**src/rtl/keypad_scanner.sv**
```systemverilog
// 4x4 matrix keypad scanner: drives one active-low row at a time, synchronizes and
// debounces the columns, and holds ready high while one accepted key stays pressed.
module keypad_scanner #(
  parameter int unsigned SCAN_DIV     = 50000,
  parameter int unsigned DEBOUNCE_CNT = 4
) (
  input  logic       clk,
  input  logic       reset_n,
  input  logic [3:0] col,
  output logic [3:0] row,
  output logic [3:0] tecla,
  output logic       ready
);

  localparam int unsigned DW = $clog2(SCAN_DIV);
  localparam int unsigned CW = $clog2(DEBOUNCE_CNT + 1);
  localparam logic [DW-1:0] DIV_LAST = DW'(SCAN_DIV - 1);
  localparam logic [CW-1:0] CNT_DONE = CW'(DEBOUNCE_CNT);
  localparam logic [CW-1:0] CNT_ONE  = CW'(1);

  typedef enum logic [1:0] {SCAN, DEBOUNCE, PRESSED, RELEASE} state_e;

  state_e        state_q;
  logic [3:0]    sync1_q, col_s_q;
  logic [DW-1:0] div_q;
  logic [CW-1:0] cnt_q;
  logic [3:0]    cand_q, row_q, tecla_q;
  logic          ready_q;

  logic          strobe, is_none, is_single;
  logic [CW-1:0] cnt_inc;
  logic [3:0]    row_next;
  logic [1:0]    row_idx, col_idx;

  function automatic logic [1:0] low_pos(input logic [3:0] v);
    logic [1:0] p;
    p = '0;
    for (int unsigned i = 0; i < 4; i++)
      if (!v[i]) p = 2'(i);
    return p;
  endfunction

  always_ff @(posedge clk or negedge reset_n) begin
    if (!reset_n) begin
      sync1_q <= '1;
      col_s_q <= '1;
    end else begin
      sync1_q <= col;
      col_s_q <= sync1_q;
    end
  end

  // Rows only change on a strobe, so wrapping here also restarts the period for a new row.
  always_ff @(posedge clk or negedge reset_n) begin
    if (!reset_n)    div_q <= '0;
    else if (strobe) div_q <= '0;
    else             div_q <= div_q + DW'(1);
  end

  always_comb begin
    strobe    = (div_q == DIV_LAST);
    is_none   = (col_s_q == 4'hF);
    is_single = $onehot(~col_s_q);
    cnt_inc   = cnt_q + CNT_ONE;
    row_next  = {row_q[2:0], row_q[3]};
    row_idx   = low_pos(row_q);
    // On an accept edge col_s equals the candidate, so it serves both accept paths.
    col_idx   = low_pos(col_s_q);
  end

  always_ff @(posedge clk or negedge reset_n) begin
    if (!reset_n) begin
      state_q <= SCAN;
      cnt_q   <= '0;
      cand_q  <= '1;
      row_q   <= 4'b1110;
      tecla_q <= '0;
      ready_q <= 1'b0;
    end else if (strobe) begin
      unique case (state_q)
        SCAN: begin
          if (is_single) begin
            cand_q <= col_s_q;
            if (DEBOUNCE_CNT == 1) begin
              state_q <= PRESSED;
              tecla_q <= {row_idx, col_idx};
              ready_q <= 1'b1;
            end else begin
              state_q <= DEBOUNCE;
              cnt_q   <= CNT_ONE;
            end
          end else begin
            row_q <= row_next;
          end
        end
        DEBOUNCE: begin
          if (col_s_q == cand_q) begin
            cnt_q <= cnt_inc;
            if (cnt_inc == CNT_DONE) begin
              state_q <= PRESSED;
              tecla_q <= {row_idx, col_idx};
              ready_q <= 1'b1;
            end
          end else begin
            state_q <= SCAN;
            row_q   <= row_next;
          end
        end
        PRESSED: begin
          if (is_none) begin
            if (DEBOUNCE_CNT == 1) begin
              state_q <= SCAN;
              ready_q <= 1'b0;
              row_q   <= row_next;
            end else begin
              state_q <= RELEASE;
              cnt_q   <= CNT_ONE;
            end
          end
        end
        RELEASE: begin
          if (is_none) begin
            cnt_q <= cnt_inc;
            if (cnt_inc == CNT_DONE) begin
              state_q <= SCAN;
              ready_q <= 1'b0;
              row_q   <= row_next;
            end
          end else begin
            state_q <= PRESSED;
          end
        end
        default: state_q <= SCAN;
      endcase
    end
  end

  assign row   = row_q;
  assign tecla = tecla_q;
  assign ready = ready_q;

endmodule

```
**config.mk**
```make
export PLATFORM = sky130hd
export DESIGN_NAME = keypad_scanner
export DESIGN_NICKNAME = d
export VERILOG_FILES = /design/src/rtl/keypad_scanner.sv
export SDC_FILE = /design/constraint.sdc
export NUM_CORES = 1
export LEC_CHECK = 0
export ABC_AREA = 1
export BUFFER_PORTS_ARGS = -buffer_cell sky130_fd_sc_hd__buf_2
export CAP_MARGIN = 20
export CORE_MARGIN = 1.5
export CORE_UTILIZATION = 64
export CTS_CLUSTER_SIZE = 30
export DETAILED_ROUTE_END_ITERATION = 8
export GPL_TIMING_DRIVEN = 1
export PLACE_DENSITY = 0.84
export SLEW_MARGIN = 20
export SYNTH_ARGS = -nofsm -noshare
export SYNTH_HDL_FRONTEND = slang
export SYNTH_SLANG_ARGS = --single-unit
```
**constraint.sdc**
```tcl
create_clock -name clk -period 4.2 [get_ports clk]
set_input_delay 0.21 -clock clk [delete_from_list [all_inputs] [get_ports clk]]
set_output_delay 0.21 -clock clk [all_outputs]
set_load 0.01 [all_outputs]
```
==> key figures, run 1 <==
Placement
  • Final Wtd Congestion: 0.874
  • I/O Buffers: 14
  • HPWL after DPL: 3.02 mm
  • Placed cell count: 337

Logic synthesis
  • Post-synth top cells: nand2_1 (85), inv_1 (42), nor2_1 (38), dfrtp_1 (27), nand3_1 (22)
  • Mapped cell area: 2180 um^2
  • Synth cell types: 24
  • Post-synthesis async set-or-reset flop share: 100%
  • Adder-Cell Fraction of Synth Area: 4.37%
  • Top-area cell type share of the netlist area: 31.0%
  • Number of synthesized register bits: 42
  • Mean post-synth cell area: 7.84 um^2
  • Post-synth net total: 291
  • Synth Flop Type: dfrtp_1
  • Post-synth EDFFs: 0
  • Largest family of logic cells by synthesized area: simple AND/OR/NAND/NOR gates
  • Mux cell area share after synthesis: 0%
  • Area leader, netlist: dfrtp_1
  • Top cells by area, synth: dfrtp_1 (31%), dfstp_2 (18%), nand2_1 (15%)
  • Seq/Total Area, Yosys: 49.1%
  • Syn Inst Count: 278
  • Yosys warns: 0
  • XOR/XNOR Fraction of Synth Area: 2.01%
  • Synth Area in Simple Gates: 31.2%
  • Post-synthesis compound-gate area fraction: 5.40%
  • Most common cell in the netlist: nand2_1

Setup path
  • Worst path bufs/invs: 2
  • Critical Path End Type: flop
  • Crit-path cells: fa_1 -> inv_1 -> ha_1 -> ha_1 -> inv_1 -> nand4_1 -> or2_0 -> nand2_1 -> o21ai_2
  • Crit path kind: flop to flop
  • Critical Path Max Stage Delay: 0.53 ns
  • CP Launch Point: col_s_q[0]
  • Crit path required time: 4.50 ns
  • Slowest stage cell, crit path: fa_1
  • Crit-path leading delay family: adder cells
  • Setup crit start kind: flop
  • Worst EP arrival: 2.63 ns
  • CP max FO: 8
  • Worst r2r src: col_s_q[0]

GRT
  • Global-route wire length before repair: 6.85 mm
  • Vias in the first global route: 1,676
  • Initial antenna violation count: 0
  • Pin count of the biggest net entering global routing: 43
  • Grt total ovfl: 0
  • GR Util All Layers: 25.0%

Power
  • Comb power frac: 4.4%
  • Pint: 548 uW
  • Clk pwr share: 37.3%
  • Reg power frac: 58.2%
  • Max rail drop VDD: 190 uV
  • P per Cell Area: 294 nW/um^2
  • Pleak: 0.00124 uW
  • Net Switching: 165 uW
  • Switch share: 23.1%

Cells and area
  • Post-Layout Cell Count: 350
  • Share of cells above drive strength 1: 16.8%
  • Fillers: 263
  • Synthesis-to-layout area growth: 11.4%
  • Diode count: 0
  • Total Nets Final: 316

Clocking
  • H-tree depth reported by CTS: 2
  • TritonCTS buffer count: 5
  • CTS tree: done
  • Clk sinks: 42
  • Clock latency on the worst-skew pair: 0.37 ns
  • CTS root buf: clkbuf_4
  • Clock Path Buffers: 2
  • Worst-path clk slew: 0.13 ns

Die
  • Core area: 3310 um^2
  • Num ports: 15
  • Die width: 61.3 um
  • Initial Util: 65.8%
  • Chip height: 61.3 um
  • Die area: 3760 um^2
  • Row count: 21

Status
  • Outcome: completed

Timing
  • Least-Margin Pin Slew: 0.897 ns
  • Final min period: 2.33 ns
  • Clock skew: 0.00928 ns
  • Max Slew Vio Count: 0
  • Final Cycle Share: 55.4%
  • Achievable frequency: 430 MHz
  • Unrepaired setup endpoints after global routing: false
  • Setup violators final: 0
  • Relative slew slack: 40.2%
  • Fin. Hold Viols: 0
  • Setup_tns: 0 ns

Drt
  • Routed met3 length: 104 um
  • Drt first pass iters: 4
  • Vias per std cell: 5.11
  • Iter 0 DRT Violations: 107
  • Met1 WL: 1.84 mm
  • Remaining DRCs: 0
  • Routed wl met2: 2.08 mm
  • DRT Wirelength: 4.11 mm
  • Vias after detailed routing: 1,790
  • Antenna-violating nets left: 0
  • DR top layer: met4
  • DR WL/cell: 11.8 um

Worst hold path
  • Worst Hold Class: flop to flop
  • Min-delay src: sync1_q[0]

Flow run
  • Maxcap violations: 0
==> per-stage QoR <==
step	cell area [um^2]	setup slack (ns)	power, uW	util, %	hold WS, ns
global placement	2290	1.98	449	69.3	0.315
CTS	2430	1.86	714	73.3	0.366
floorplan	2180	2.10	437	-	-0.0856
detailed placement	2290	1.88	451	69.3	0.316
global route	2430	1.70	738	73.3	0.370
finish	2430	1.87	713	73.3	0.365
==> logic make-up (layout without fill, tap and decap cells) <==
kind of cell,Yosys count,in the layout
AOI/OAI and AO/OA,19,19
DFF,42,42
and+or+nand+nor,161,161
adders and majority gates,7,7
xor gates and xnor gates,5,5
buffers and inverters,44,70
==> power by group through the flow <==
| stage | clock (uW) | sequential, uW | combinational (uW) |
|---|---|---|---|
| floorplan | 0 | 421 | 15.5 |
| global placement | 0 | 422 | 27.3 |
| detailed placement | 0 | 422 | 28.9 |
| CTS | 267 | 415 | 32.5 |
| global route | 285 | 416 | 37.5 |
| finish | 266 | 415 | 31.6 |
==> per-layer routing <==
layer,global-route usage [%],vias to the layer above
li1,-,907
met1,30.5,845
met2,41.9,28
met3,6.93,10
met4,10.0,0
met5,0,-
==> repair_timing <==
action	CTS	global route
hold buffers	5	0
buffers inserted	0	0
endpoints found under the hold margin	31	0
resized for setup	0	0
==> cell type report <==
cell class / count / area [um^2] / share of cell area, %
multi-input cells: 192 / 936 / 38.6
well taps: 46 / 57.6 / 2.37
inverters: 43 / 161 / 6.65
clock buffers: 5 / 37.5 / 1.55
flip-flops and latches: 42 / 1070 / 44.1
repair buffers: 19 / 120 / 4.95
clock inverters: 3 / 45.0 / 1.86
==> sequential cells by signal (all words and copies together), names as in the netlist <==
signal,cells
sync1_q,4
state_q,2
col_s_q,4
tecla,4
div_q,16
cand_q,4
ready,1
row,4
cnt_q,3
==> cells in the final DEF (no fill, tap or decap), types with 2 or more instances in the layout <==
| cell type | Yosys | layout |
|---|---|---|
| clkbuf_4 | 0 | 5 |
| o211ai_1 | 2 | 2 |
| ha_1 | 6 | 6 |
| nand4_1 | 4 | 4 |
| dlygate4sd3_1 | 0 | 5 |
| clkinvlp_4 | 0 | 2 |
| xor2_1 | 5 | 5 |
| nor2_1 | 38 | 38 |
| nand3_1 | 22 | 22 |
| o21ai_2 | 4 | 4 |
| nor2_2 | 5 | 5 |
| dfrtp_1 | 27 | 27 |
| o21ai_0 | 7 | 7 |
| a21oi_1 | 5 | 5 |
| nor3_1 | 2 | 2 |
| inv_1 | 42 | 42 |
| nand2_1 | 85 | 85 |
| dfstp_2 | 15 | 15 |
| buf_2 | 0 | 14 |
==> worst paths after layout <==
kind / depth (start not counted) / slack (ns) / to
worst max-delay path: 9 / 1.87 / cand_q[3]
worst min-delay path: 0 / 0.37 / col_s_q[0]
worst max register to register: 9 / 1.87 / cand_q[3]
worst min register to register: 0 / 0.37 / col_s_q[0]
max in group asynchronous: 2 / 3.15 / div_q[11]
min in group asynchronous: 2 / 0.50 / cnt_q[2]
No activity file was read; power rests on OpenSTA's default activity.
==> run 2: changes to the inputs <==
--- a/config.mk
+++ b/config.mk
@@ -9,11 +9,11 @@
 export BUFFER_PORTS_ARGS = -buffer_cell sky130_fd_sc_hd__buf_2
 export CAP_MARGIN = 20
 export CORE_MARGIN = 1.5
-export CORE_UTILIZATION = 64
+export CORE_UTILIZATION = 54
 export CTS_CLUSTER_SIZE = 30
 export DETAILED_ROUTE_END_ITERATION = 8
 export GPL_TIMING_DRIVEN = 1
-export PLACE_DENSITY = 0.84
+export PLACE_DENSITY = 0.75
 export SLEW_MARGIN = 20
 export SYNTH_ARGS = -nofsm -noshare
 export SYNTH_HDL_FRONTEND = slang
==> constraint.sdc (replaced) <==
create_clock -name clk -period 2.1 [get_ports clk]
set_input_delay 0.105 -clock clk [delete_from_list [all_inputs] [get_ports clk]]
set_output_delay 0.105 -clock clk [all_outputs]
set_load 0.01 [all_outputs]
==> run 2 against run 1 <==
The run now ends with setup timing left. Clock power increased by 97%. Combinational power grew to 2.9 times the previous value. Maximum frequency increased by 7.5%. Register-to-register slack lost 1.9 ns. Worst setup slack lost 1.9 ns. First-iteration DRC count rose by 33%. Largest power group unchanged.
==> key figures, run 2 (same netlist as run 1, synthesis figures left out) <==
Status
  • Outcome: finished, violations left
  • Failing checks: setup timing

Timing
  • Setup violators final: 12 (+12)
  • Final Cycle Share: 103% (+48 points)
  • Final worst slack: -0.0644 ns (-1.94 ns)
  • Max Slew Vio Count: 0 (unchanged)
  • Clock skew: 0.00739 ns (-0.00188 ns)
  • Least-Margin Pin Slew: 0.888 ns (-0.00860 ns)
  • Fin. Hold Viols: 0 (unchanged)
  • Hold slack final: 0.355 ns (-0.0101 ns)
  • Final min period: 2.16 ns (-0.162 ns)
  • Unrepaired setup endpoints after global routing: true
  • Relative slew slack: 40.8% (+0.57 points)
  • Achievable frequency: 462 MHz (+7.5%)

Die
  • Die area: 4420 um^2 (+18%)
  • Num ports: 15 (unchanged)
  • Core area: 3770 um^2 (+14%)
  • Chip height: 66.5 um (+8.4%)
  • Initial Util: 57.8% (-8.0 points)
  • Row count: 22 (+4.8%)
  • Die width: 66.5 um (+8.4%)

Power
  • Clk pwr share: 36.3% (-1.0 points)
  • Pleak: 0.00129 uW (+3.7%)
  • Net Switching: 312 uW (+90%)
  • Max rail drop VDD: 373 uV (+96%)
  • P per Cell Area: 551 nW/um^2 (+88%)
  • Reg power frac: 57.4% (-0.8 points)
  • Total power: 1440 uW (+100%)
  • Pint: 1130 uW (+110%)
  • Comb power frac: 6.3% (+1.9 points)
  • Switch share: 21.7% (-1.4 points)

Setup path
  • Crit path required time: 2.29 ns (-2.21 ns)
  • Crit path kind: flop to flop
  • Cell mode on critical path: nand2_2
  • Critical Path Max Stage Delay: 0.55 ns (+0.02 ns)
  • Slowest stage cell, crit path: dfstp_2
  • Worst path bufs/invs: 3 (+1)
  • Setup crit start kind: flop
  • Crit-path leading delay family: adder cells
  • Critical Path End Type: flop
  • CP max FO: 3 (-5)
  • Worst EP arrival: 2.35 ns (-0.28 ns)
  • Crit-path cells: fa_1 -> inv_2 -> ha_4 -> ha_4 -> inv_2 -> nand3_2 -> nand2_1 -> nand2_2 -> inv_2 -> nand2_2 -> nor2_4 -> nand2_2 -> nand2_2 -> nand2_1

Clocking
  • Clk sinks: 42 (unchanged)
  • TritonCTS buffer count: 5 (unchanged)
  • H-tree depth reported by CTS: 2 (unchanged)
  • Worst-path clk slew: 0.08 ns (-0.05 ns)
  • Clock latency on the worst-skew pair: 0.29 ns (-0.08 ns)
  • CTS tree: done
  • Clock Path Buffers: 2 (unchanged)
  • CTS root buf: clkbuf_8

Drt
  • Remaining DRCs: 0 (unchanged)
  • DRT Wirelength: 4.03 mm (-2.1%)
  • Vias per std cell: 4.98 (-2.6%)
  • Antenna-violating nets left: 0 (unchanged)
  • DR WL/cell: 11.2 um (-4.6%)
  • Vias after detailed routing: 1,789 (-0.056%)
  • Drt first pass iters: 4 (unchanged)
  • Iter 0 DRT Violations: 142 (+33%)

GRT
  • GR Util All Layers: 21.0% (-4.0 points)
  • Global-route wire length before repair: 6.91 mm (+0.80%)
  • Pin count of the biggest net entering global routing: 43 (unchanged)
  • Initial antenna violation count: 0 (unchanged)
  • Grt total ovfl: 0 (unchanged)
  • Vias in the first global route: 1,670 (-0.36%)

Cells and area
  • Share of cells above drive strength 1: 26.4% (+9.6 points)
  • Final core occ: 69.4% (-3.9 points)
  • Commonest non-fill, non-tap cells in the layout: nand2_1 (73), inv_1 (39), nor2_1 (36), dfrtp_1 (27)
  • Post-Layout Cell Count: 359 (+2.6%)
  • Largest register by flop count: div_q
  • Max reg flops: 16 (unchanged)
  • Total Nets Final: 323 (+2.2%)
  • Diode count: 0 (unchanged)
  • Synthesis-to-layout area growth: 20.1%
  • Most common cell after layout, fill and taps aside: nand2_1

Flow run
  • Maxcap violations: 0 (unchanged)

Placement
  • Placed cell count: 345 (+2.4%)
  • Final Wtd Congestion: 0.845 (-3.3%)
  • HPWL after DPL: 2.83 mm (-6.2%)
  • I/O Buffers: 14 (unchanged)
  • Pre-CTS WS: -0.0991 ns (-1.98 ns)

Worst hold path
  • Worst Hold Class: flop to flop
-- run 2: cell types whose count changed in the layout (fill, tap and decap cells not counted), moves of 3 or more --
cell      change
buf_4         +4
inv_1         -3
inv_2         +3
nor2_4        +3
clkbuf_4      -5
nand3_1       -7
nand2_2      +11
buf_6         +3
nand2_1      -12
clkbuf_8      +6
nand3_2       +7
-- run 2: path summary, 6_finish.rpt --
check | start | endpoint | slack, ns | cells after the start
setup / recovery | col_s_q[3] | state_q[1] | -0.06 | 14
setup reg to reg | col_s_q[3] | state_q[1] | -0.06 | 14
max in group asynchronous | reset_n | div_q[15] | 1.08 | 2
hold reg to reg | sync1_q[0] | col_s_q[0] | 0.36 | 0
min in group asynchronous | reset_n | ready | 0.47 | 2
hold / removal | sync1_q[0] | col_s_q[0] | 0.36 | 0
-- run 2: power groups by stage --
| stage | sequential (uW) | clock [uW] | combinational (uW) |
|---|---|---|---|
| after global placement | 842 | 0 | 61.7 |
| after detailed placement | 842 | 0 | 64.6 |
| after global routing | 828 | 575 | 103 |
| final | 828 | 523 | 90.7 |
| after CTS | 828 | 542 | 84.3 |
| after floorplan | 843 | 0 | 30.9 |
-- run 2: repair_timing --
item,CTS,global route
hold endpoints to repair,31,0
endpoints found under the setup margin,13,13
pin swaps,5,15
hold buffers,5,0
gates resized for setup,14,20
setup buffers,0,1
-- run 2: final cells by class --
cell class | count | area [um^2]
Clock buffer | 8 | 90.1
Fill cell | 287 | 1150
Inverter | 43 | 161
Multi-Input combinational cell | 192 | 1050
Sequential cell | 42 | 1070
Tap cell | 48 | 60.1
Timing Repair Buffer | 26 | 184
-- run 2: per-layer routing --
metal  vias to the layer above  global-route usage (%)  wire length (um)
met2                        23                    35.8              1980
met1                       841                    25.3              1870
met4                         0                    8.16                62
li1                        920                       -                 -
met3                         5                    5.57               120
met5                         -                       0                 0
-- run 2: per-stage QoR --
stage | cell area (um^2) | TNS (ns)
after floorplan | 2180 | 0
after global placement | 2340 | -0.318
after detailed placement | 2340 | -0.928
after CTS | 2540 | -0.402
after global routing | 2620 | -1.82
final | 2620 | -0.419
